$ cat src/rtl/imem_if.sv
// Instruction-memory request/response channel between the fetch unit and memory.
interface imem_if;
  logic        req;
  logic [31:0] addr;
  logic        ready;
  logic [31:0] rdata;

  modport master (output req, addr, input ready, rdata);
  modport slave  (input req, addr, output ready, rdata);
endinterface

$ cat src/rtl/instruction_fetch.sv
// Instruction fetch unit: fetches one word per PC, holds it until retirement,
// then advances PC (sequential or branch target) with misalignment and timeout traps.
module instruction_fetch #(
  parameter logic [31:0] RESET_VECTOR = 32'h0000_0000,
  parameter int          TIMEOUT      = 16
) (
  input  logic        clk,
  input  logic        rst,
  input  logic        NextPCSrc,
  input  logic [31:0] ALURes,
  input  logic        Retire,
  imem_if.master      imem,
  output logic [31:0] Inst,
  output logic [6:0]  OpCode,
  output logic [2:0]  Funct3,
  output logic [6:0]  Funct7,
  output logic [4:0]  Rs1,
  output logic [4:0]  Rs2,
  output logic [4:0]  Rd,
  output logic [31:0] PC,
  output logic [31:0] PCInc,
  output logic        InstValid,
  output logic        Trap,
  output logic [1:0]  TrapCause,
  output logic [31:0] InstCount
);

  localparam logic [1:0] FETCH = 2'd0;
  localparam logic [1:0] HOLD  = 2'd1;
  localparam logic [1:0] TRAP  = 2'd2;

  localparam logic [31:0] NOP = 32'h0000_0013;

  localparam logic [1:0] CAUSE_NONE     = 2'b00;
  localparam logic [1:0] CAUSE_MISALIGN = 2'b01;
  localparam logic [1:0] CAUSE_TIMEOUT  = 2'b10;

  // The wait counter only ever needs to hold 0..TIMEOUT-1.
  localparam int          WW        = (TIMEOUT > 1) ? $clog2(TIMEOUT) : 1;
  localparam logic [WW-1:0] WAIT_LAST = WW'(TIMEOUT - 1);

  logic [1:0]    state;
  logic [WW-1:0] wait_cnt;
  logic [31:0]   target;

  assign PCInc = PC + 32'd4;

  // NOTE: every variable driven in always_comb gets a default first so no latch is inferred.
  always_comb begin
    target = PCInc;
    if (NextPCSrc) target = ALURes & ~32'd1;
  end

  assign imem.req  = (state == FETCH);
  assign imem.addr = PC;
  assign Trap      = (state == TRAP);

  assign OpCode = Inst[6:0];
  assign Funct3 = Inst[14:12];
  assign Funct7 = Inst[31:25];
  assign Rs1    = Inst[19:15];
  assign Rs2    = Inst[24:20];
  assign Rd     = Inst[11:7];

  // NOTE: sequential state uses non-blocking assignments so all registers update from
  // the same pre-edge values regardless of statement order.
  always_ff @(posedge clk) begin
    if (rst) begin
      state     <= FETCH;
      PC        <= RESET_VECTOR;
      Inst      <= NOP;
      InstValid <= 1'b0;
      TrapCause <= CAUSE_NONE;
      InstCount <= 32'd0;
      wait_cnt  <= '0;
    end else begin
      case (state)
        FETCH: begin
          // A response on the final wait cycle wins over the timeout.
          if (imem.ready) begin
            Inst      <= imem.rdata;
            InstValid <= 1'b1;
            wait_cnt  <= '0;
            state     <= HOLD;
          end else if (wait_cnt == WAIT_LAST) begin
            TrapCause <= CAUSE_TIMEOUT;
            state     <= TRAP;
          end else begin
            wait_cnt <= wait_cnt + 1'b1;
          end
        end
        HOLD: begin
          if (Retire) begin
            InstCount <= InstCount + 32'd1;
            InstValid <= 1'b0;
            if (target[1]) begin
              TrapCause <= CAUSE_MISALIGN;
              state     <= TRAP;
            end else begin
              PC    <= target;
              state <= FETCH;
            end
          end
        end
        TRAP: begin
          state <= TRAP;
        end
        default: begin
          state <= FETCH;
        end
      endcase
    end
  end

endmodule

$ cat src/flat_wrapper.sv
// flat-port wrapper written by rule: the top's interface ports become plain ports
module instruction_fetch_flat 
#(
  parameter logic [31:0] RESET_VECTOR = 32'h0000_0000,
  parameter int          TIMEOUT      = 16
)
  (clk, rst, NextPCSrc, ALURes, Retire, Inst, OpCode, Funct3, Funct7, Rs1, Rs2, Rd, PC, PCInc, InstValid, Trap, TrapCause, InstCount, imem_req, imem_addr, imem_ready, imem_rdata);
  imem_if imem_i ();
  input  logic clk;
  input  logic rst;
  input  logic NextPCSrc;
  input  logic [31:0] ALURes;
  input  logic Retire;
  output logic [31:0] Inst;
  output logic [6:0] OpCode;
  output logic [2:0] Funct3;
  output logic [6:0] Funct7;
  output logic [4:0] Rs1;
  output logic [4:0] Rs2;
  output logic [4:0] Rd;
  output logic [31:0] PC;
  output logic [31:0] PCInc;
  output logic InstValid;
  output logic Trap;
  output logic [1:0] TrapCause;
  output logic [31:0] InstCount;
  output wire logic [$bits(imem_i.req)-1:0] imem_req;
  output wire logic [$bits(imem_i.addr)-1:0] imem_addr;
  input wire logic [$bits(imem_i.ready)-1:0] imem_ready;
  input wire logic [$bits(imem_i.rdata)-1:0] imem_rdata;
  assign imem_req = imem_i.req;
  assign imem_addr = imem_i.addr;
  assign imem_i.ready = imem_ready;
  assign imem_i.rdata = imem_rdata;
  instruction_fetch #(.RESET_VECTOR(RESET_VECTOR), .TIMEOUT(TIMEOUT)) u_core (.clk(clk), .rst(rst), .NextPCSrc(NextPCSrc), .ALURes(ALURes), .Retire(Retire), .imem(imem_i), .Inst(Inst), .OpCode(OpCode), .Funct3(Funct3), .Funct7(Funct7), .Rs1(Rs1), .Rs2(Rs2), .Rd(Rd), .PC(PC), .PCInc(PCInc), .InstValid(InstValid), .Trap(Trap), .TrapCause(TrapCause), .InstCount(InstCount));
endmodule
$ cat config.mk
export PLATFORM = sky130hd
export DESIGN_NAME = instruction_fetch_flat
export DESIGN_NICKNAME = d
export VERILOG_FILES = /design/src/rtl/imem_if.sv /design/src/rtl/instruction_fetch.sv /design/src/flat_wrapper.sv
export SDC_FILE = /design/constraint.sdc
export NUM_CORES = 1
export LEC_CHECK = 0
export CAP_MARGIN = 20
export CORE_ASPECT_RATIO = 0.75
export CORE_UTILIZATION = 41
export DETAILED_ROUTE_END_ITERATION = 7
export PLACE_DENSITY = 0.82
export SLEW_MARGIN = 20
export SYNTH_ARGS = -nofsm -noshare
export SYNTH_HDL_FRONTEND = slang
export SYNTH_SLANG_ARGS = --single-unit
$ cat constraint.sdc
create_clock -name clk -period 3.4 [get_ports clk]
set_clock_uncertainty 0.15 [all_clocks]
set_input_delay 1.02 -clock clk [delete_from_list [all_inputs] [get_ports clk]]
set_output_delay 1.02 -clock clk [all_outputs]
set_load 0.02 [all_outputs]
==> results of run 1 <==
==> report_power, final <==
group	internal, W	leakage (nW)	total [W]	switching [W]
registers	0.00126	0.837	0.00130	0.0000471
clock network	0.000508	0.128	0.000988	0.000480
logic	0.000325	2.37	0.000698	0.000373
total	0.00209	3.34	0.00299	0.000900
==> worst min-delay path by stage <==
stage	startpoint	to	slack, ns
CTS	u_core.Inst[23]	u_core.Inst[23]	0.32
detailed placement	u_core.Inst[23]	u_core.Inst[23]	0.31
global route	u_core.Inst[31]	u_core.Inst[31]	0.35
finish	u_core.Inst[23]	u_core.Inst[23]	0.32
floorplan	u_core.wait_cnt[1]	u_core.wait_cnt[1]	0.35
global placement	u_core.Inst[15]	u_core.Inst[15]	0.31
==> registers in the layout, indices dropped and copies added (netlist names) <==
name / cells
u_core.InstCount: 32
u_core.Inst: 32
u_core.PC: 30
u_core.wait_cnt: 4
u_core.TrapCause: 2
u_core.state: 2
u_core.InstValid: 1
==> worst max-delay path, cell delays in order (launching register included) <==
cell,delay [ns]
sky130_fd_sc_hd__dfxtp_1,0.34
sky130_fd_sc_hd__ha_2,0.24
sky130_fd_sc_hd__and2_1,0.21
sky130_fd_sc_hd__nand3_4,0.11
sky130_fd_sc_hd__buf_4,0.16
sky130_fd_sc_hd__or3_1,0.40
sky130_fd_sc_hd__xnor2_1,0.19
sky130_fd_sc_hd__buf_4,0.17
==> timing repair <==
item / CTS / global route
buffers inserted: 2 / 1
setup endpoints to repair: 19 / 15
hold buffers: 0 / 0
gates cloned: 0 / 0
resized for setup: 24 / 14
==> per-layer routing <==
| metal | share of wire (%) | global-route usage [%] | vias to the layer above |
|---|---|---|---|
| li1 | - | - | 3189 |
| met1 | 43 | 34.3 | 3132 |
| met5 | 0 | 0 | - |
| met2 | 46 | 39.3 | 317 |
| met3 | 9.5 | 5.93 | 33 |
| met4 | 1.0 | 4.64 | 0 |
==> placed cells by master, fill, tap and decap left out, drive strengths merged, types with 4 or more instances in the layout <==
cell,count
a21oi,64
a22oi,4
a31o,5
and2,8
and3,8
and4,12
buf,71
clkbuf,13
clkdlybuf4s50,232
conb,6
dfxtp,103
dlygate4sd2,14
inv,14
mux2,5
mux2i,5
nand2,112
nand3,36
nand4,36
nor2,35
nor2b,8
nor3,18
nor4,19
o211ai,6
o21ai,20
o31ai,17
or2,4
or3,9
or4,19
xnor2,19
xor2,17
==> logic make-up (layout without fill, tap and decap cells) <==
| logic type | count (synthesis) | count (layout) | share of synthesized area, % |
|---|---|---|---|
| AO/OA/AOI/OAI | 160 | 160 | 16.8 |
| XOR/XNOR | 36 | 36 | 5.10 |
| multiplexers | 10 | 10 | 1.72 |
| flip-flops | 103 | 103 | 33.3 |
| AND/OR/NAND/NOR | 332 | 332 | 29.0 |
| other | 1 | 6 | 0.0606 |
| buffers and inverters | 139 | 351 | 13.4 |
| adder cells (fa/ha/maj) | 3 | 3 | 0.607 |
==> metrics by stage <==
| step | power [W] | cell area [µm²] | util, % | std cells | TNS [ns] |
|---|---|---|---|---|---|
| after floorplan | 0.00172 | 6210 | - | 789 | 0 |
| after global placement | 0.00202 | 8700 | 59.6 | 1182 | 0 |
| after detailed placement | 0.00203 | 8700 | 59.6 | 1182 | 0 |
| after CTS | 0.00301 | 9000 | 61.7 | 1200 | 0 |
| after global routing | 0.00312 | 9020 | 61.8 | 1201 | -0.0579 |
| final | 0.00299 | 9020 | 61.8 | 1201 | 0 |
==> cell type report <==
class / instances / area [µm²]
multi-input cells: 547 / 3360
inverters: 13 / 48.8
flip-flops and latches: 103 / 2060
clock inverters: 6 / 51.3
repair buffers: 322 / 3010
clock buffers: 10 / 229
fillers: 1331 / 5580
well taps: 200 / 250
==> impl_metrics.yaml, run 1 <==
timing:
  rsz0062_at_grt: "true"
  timing.final.setup_violations: 0
  final_period_minus_worst_setup_slack_ns: 3.33
  report.final.hold_viol_count: 0
  final.hold.worst_slack_ns: 0.321
  worst_slew_pin_slew_ns: 0.669
  worst_slew_margin_rel_pct: 55.1
  share_of_the_clock_period_used_by_the_worst_path_after_layout_pct: 97.9
  timing_max_transition_violations_final: 0
  worst_slack_ns: 0.0723
  fmax_mhz: 301
floorplan:
  die_area_um2: 15600
  placement_rows: 38
  initial_utilization_pct: 42.4
  floorplan.die.height_um: 108
  die_w_um: 144
  fp.coreArea_um2: 14600
  design.portCount: 266
synth:
  synthCells: 784
  synth.cells.most_frequent: "111 x sky130_fd_sc_hd__nand2_1, 103 x sky130_fd_sc_hd__dfxtp_1, 74 x sky130_fd_sc_hd__buf_4"
  post_synth_edffs: 0
  synth_ff_type: "sky130_fd_sc_hd__dfxtp_1"
  synth_top_area_share_pct: 33.3
  post_synth_num_cell_types: 71
  synth.most_common_cell: "sky130_fd_sc_hd__nand2_1"
  post_synth_instance_area_um2: 6190
  netlist.top_cell.by_area: "sky130_fd_sc_hd__dfxtp_1"
  share_of_async_settable_or_async_resettable_flops_after_synthesis_pct: 0
  avgSynthCellArea_um2: 7.89
  yosys_warnings: 0
  synth_sequential_area_ratio_pct: 33.3
  synth_area_leaders: "sky130_fd_sc_hd__dfxtp_1 33%, sky130_fd_sc_hd__buf_4 9.0%, sky130_fd_sc_hd__nand2_1 6.7%"
  flops_latches_synth: 103
critical_path:
  cp-startpoint: "u_core.PC[2]"
  critical_path.reg2reg.endpoint: "u_core.InstCount[31]"
  rr_worst_depth: 4
  worst-endpoint-required_ns: 2.23
  critical_path.reg2reg.startpoint: "u_core.state[0]"
  biggest_fanout_along_the_worst_timing_path: 4
  timing_worst_setup_path_type: "reg -> out"
  worstSetupEndpointType: "output pin"
  worstPathArrival_ns: 2.16
  start_kind: "register"
  r2r_slack_ns: 1.03
  timing.critical_path.to: "PCInc[26]"
clocking:
  deepest_level_of_the_cts_h_tree: 3
  clkLatencyLatePin_ns: 0.34
  tritoncts_clock_tree: "built"
  cts_num_sinks: 103
  cts-buffers-inserted: 9
  clkSlewWorstSetupHoldPaths_ns: 0.07
  clockRootBuffer: "sky130_fd_sc_hd__clkbuf_16"
  cts_max_path_buffers: 2
route:
  route.detailed.vias_per_inst: 5.55
  dr_total_vias: 6671
  drc: 0
  initialDrtViolationCount: 597
  drtAntennaViolNets: 0
  drtPass1Iterations: 5
  wl_per_cell_um: 16.9
  wl_mm: 20.3
grt:
  gr-usage-all-layers_pct: 24.8
  number_of_global_route_vias_before_repair: 5799
  globalRouteOverflowTotal: 0
  grt_first_pass_wirelength_mm: 30.6
  grt_max_degree: 50
  antenna_found_initial: 0
worst_hold_path:
  hold_path_depth: 2
  worst_hold_path_type: "reg -> reg"
place:
  post-dp-hpwl_mm: 15.0
  gp_congestion: 0.955
  preCtsSetupSlack_ns: 0.0660
  placement.io_buffers: 258
cells_and_area:
  areaGrowthSynthToFinish_pct: 45.8
  layout_cells_sized_above_1_pct: 12.1
  diodes: 0
  final_net_count: 1068
status:
  outcome: "complete, no violations"
pwr:
  pwr_density_cell_nw_per_um2: 331
  leakage_power_summed_over_all_cells_nw: 3.34
  worst_ir_drop_vdd_mv: 0.244
run:
  timing.max_cap.violations: 0
(Power assumes the default switching activity.)
==> run 2: changes to the inputs <==
- CAP_MARGIN: 20 -> unset
- SLEW_MARGIN: 20 -> unset
==> results of run 2 <==
Same layout as run 1: the final DEF is identical, and so are final timing and power.
==> run 3: changes to the inputs <==
- CORE_UTILIZATION: 41 -> 43
- PLACE_DENSITY: 0.82 -> 0.85
==> run 3 against run 2 <==
Critical path depth rose by 1. Sequential share of layout area grew 0.072 points. Sequential cell count unchanged. Via count is 0.75% lower. Setup slack gained 0.019 ns. Count of clock-buffer cells in the layout fell by 1. Register-to-register slack got worse by 0.10 ns. First-iteration DRC count decreased by 22%. Sequential power is essentially flat. Die area down 4.6%. Critical path type unchanged. Critical endpoint is now PCInc[20]. Highest routed layer unchanged.
==> impl_metrics.yaml, run 3 (same netlist as run 1, synthesis figures left out) <==
cells_and_area:
  areaGrowthSynthToFinish_pct: 45.2
  design_area_um2: 8980
  layout_top_registers: "u_core.InstCount (32), u_core.Inst (32), u_core.PC (30)"
  layout_cells_sized_above_1_pct: 11.9
  diodes: 0
  mostFrequentLayoutCell: "sky130_fd_sc_hd__clkdlybuf4s50_1"
  stdcell_count: 1174
  number_of_fillers_in_the_final_layout: 1205
  final_net_count: 1067
  final_cell_mix: "233 x sky130_fd_sc_hd__clkdlybuf4s50_1, 111 x sky130_fd_sc_hd__nand2_1, 103 x sky130_fd_sc_hd__dfxtp_1, 65 x sky130_fd_sc_hd__buf_4, 64 x sky130_fd_sc_hd__a21oi_1"
route:
  drc: 0
  route.detailed.vias_per_inst: 5.64
  drtPass1Iterations: 5
  dr_total_vias: 6621
  wl_per_cell_um: 16.9
  initialDrtViolationCount: 468
  drtAntennaViolNets: 0
  wl_mm: 19.8
place:
  placement.io_buffers: 258
  gp_congestion: 0.905
  placed_cells: 1156
  post-dp-hpwl_mm: 14.6
  area_after_detailed_placement_um2: 8680
floorplan:
  die_area_um2: 14900
  die_w_um: 141
  initial_utilization_pct: 44.5
  floorplan.die.height_um: 106
  design.portCount: 266
  placement_rows: 37
  fp.coreArea_um2: 13900
timing:
  report.final.hold_viol_count: 0
  timing_max_transition_violations_final: 0
  share_of_the_clock_period_used_by_the_worst_path_after_layout_pct: 97.3
  fmax_mhz: 302
  worst_slew_margin_rel_pct: 53.3
  setup_total_negative_slack_ns: 0
  rsz0062_at_grt: "false"
  final_period_minus_worst_setup_slack_ns: 3.31
  worst_slew_pin_slew_ns: 0.696
  timing.final.setup_violations: 0
critical_path:
  crit_top_cell: "sky130_fd_sc_hd__buf_4"
  worst-endpoint-required_ns: 2.23
  r2r_slack_ns: 0.93
  critical_path.reg2reg.startpoint: "u_core.state[0]"
  start_kind: "register"
  critPathSlowestCell: "sky130_fd_sc_hd__dfxtp_1"
  timing_worst_setup_path_type: "reg -> out"
  worstSetupEndpointType: "output pin"
  cp-startpoint: "u_core.PC[9]"
  rr_worst_depth: 4
  biggest_fanout_along_the_worst_timing_path: 9
  critical_path.max_stage_delay_ns: 0.34
  critical_path.reg2reg.endpoint: "u_core.InstCount[31]"
  cells_traversed_along_the_worst_timing_path: "buf_4 -> nand4_1 -> buf_4 -> nor3_4 -> buf_4 -> a31o_2 -> nand2_1 -> dlygate4sd2_1"
  worstPathArrival_ns: 2.14
clocking:
  tritoncts_clock_tree: "built"
  clockRootBuffer: "sky130_fd_sc_hd__clkbuf_16"
  deepest_level_of_the_cts_h_tree: 3
  cts_num_sinks: 103
  cts_max_path_buffers: 2
  clkSlewWorstSetupHoldPaths_ns: 0.07
  clkLatencyLatePin_ns: 0.34
  cts-buffers-inserted: 9
pwr:
  worst_ir_drop_vdd_mv: 0.270
  leakage_power_summed_over_all_cells_nw: 3.29
  pwr_density_cell_nw_per_um2: 332
status:
  outcome: "complete, no violations"
worst_hold_path:
  hold_path_depth: 2
  worstHoldEndpoint: "u_core.Inst[14]"
  worst_hold_path_type: "reg -> reg"
  holdCritStartpoint: "u_core.Inst[14]"
grt:
  gr-usage-all-layers_pct: 26.0
  antenna_found_initial: 0
  globalRouteOverflowTotal: 0
  grt_max_degree: 47
  grt_first_pass_wirelength_mm: 31.0
  number_of_global_route_vias_before_repair: 5796
run:
  timing.max_cap.violations: 0
## run 3: area by class of cell
| class | instances | area, µm² | share of cell area, % |
|---|---|---|---|
| sequential | 103 | 2060 | 22.9 |
| timing repair buffer | 321 | 3020 | 33.6 |
| inverter | 13 | 48.8 | 0.543 |
| tap | 175 | 219 | 2.44 |
| clock buffer | 9 | 225 | 2.51 |
| clock inverter | 6 | 55.1 | 0.613 |
| multi-input combinational | 547 | 3350 | 37.3 |
## run 3: layer usage
metal	wire length [µm]	global-route usage, %	vias to the layer above
li1	-	-	3186
met1	8570	35.7	3074
met2	9000	41.1	338
met3	2000	6.54	23
met4	252	5.43	0
met5	0	0	-
## run 3: critical path: cells and delay by family, from the launching register on
kind | cells | cell delay [ns]
buffers and inverters | 4 | 0.86
AND/OR/NAND/NOR | 3 | 0.44
AO/OA/AOI/OAI | 1 | 0.16
flip-flops | 1 | 0.34
## run 3: per-stage QoR
step / hold WS, ns / setup slack, ns / power, W / utilization (%)
3_5_place_dp: 0.313 / 0.0832 / 0.00203 / 62.5
2_1_floorplan: 0.355 / 0.205 / 0.00172 / -
5_1_grt: 0.355 / 0.0141 / 0.00310 / 64.7
4_1_cts: 0.323 / 0.00181 / 0.00300 / 64.6
3_3_place_gp: 0.306 / 0.121 / 0.00202 / 62.5
6_report: 0.321 / 0.0913 / 0.00298 / 64.7
## run 3: repair_timing
item,4_1_cts,5_1_grt
buffers inserted,1,2
pin swaps,1,1
hold buffers,0,0
resized for setup,29,13
hold endpoints to repair,0,0
setup endpoints to repair,20,9
## run 3: worst max path at each step
stage | end | slack, ns | depth (start not counted)
floorplan | PCInc[30] | 0.20 | 5
global placement | PCInc[30] | 0.12 | 6
detailed placement | PCInc[26] | 0.08 | 6
CTS | PCInc[26] | 0.002 | 6
global route | PCInc[23] | 0.01 | 6
finish | PCInc[20] | 0.09 | 8
## run 3: report_power, final
| group | internal (W) | switching, W |
|---|---|---|
| logic | 0.000322 | 0.000367 |
| clock network | 0.000506 | 0.000478 |
| registers | 0.00126 | 0.0000508 |
| total | 0.00208 | 0.000895 |
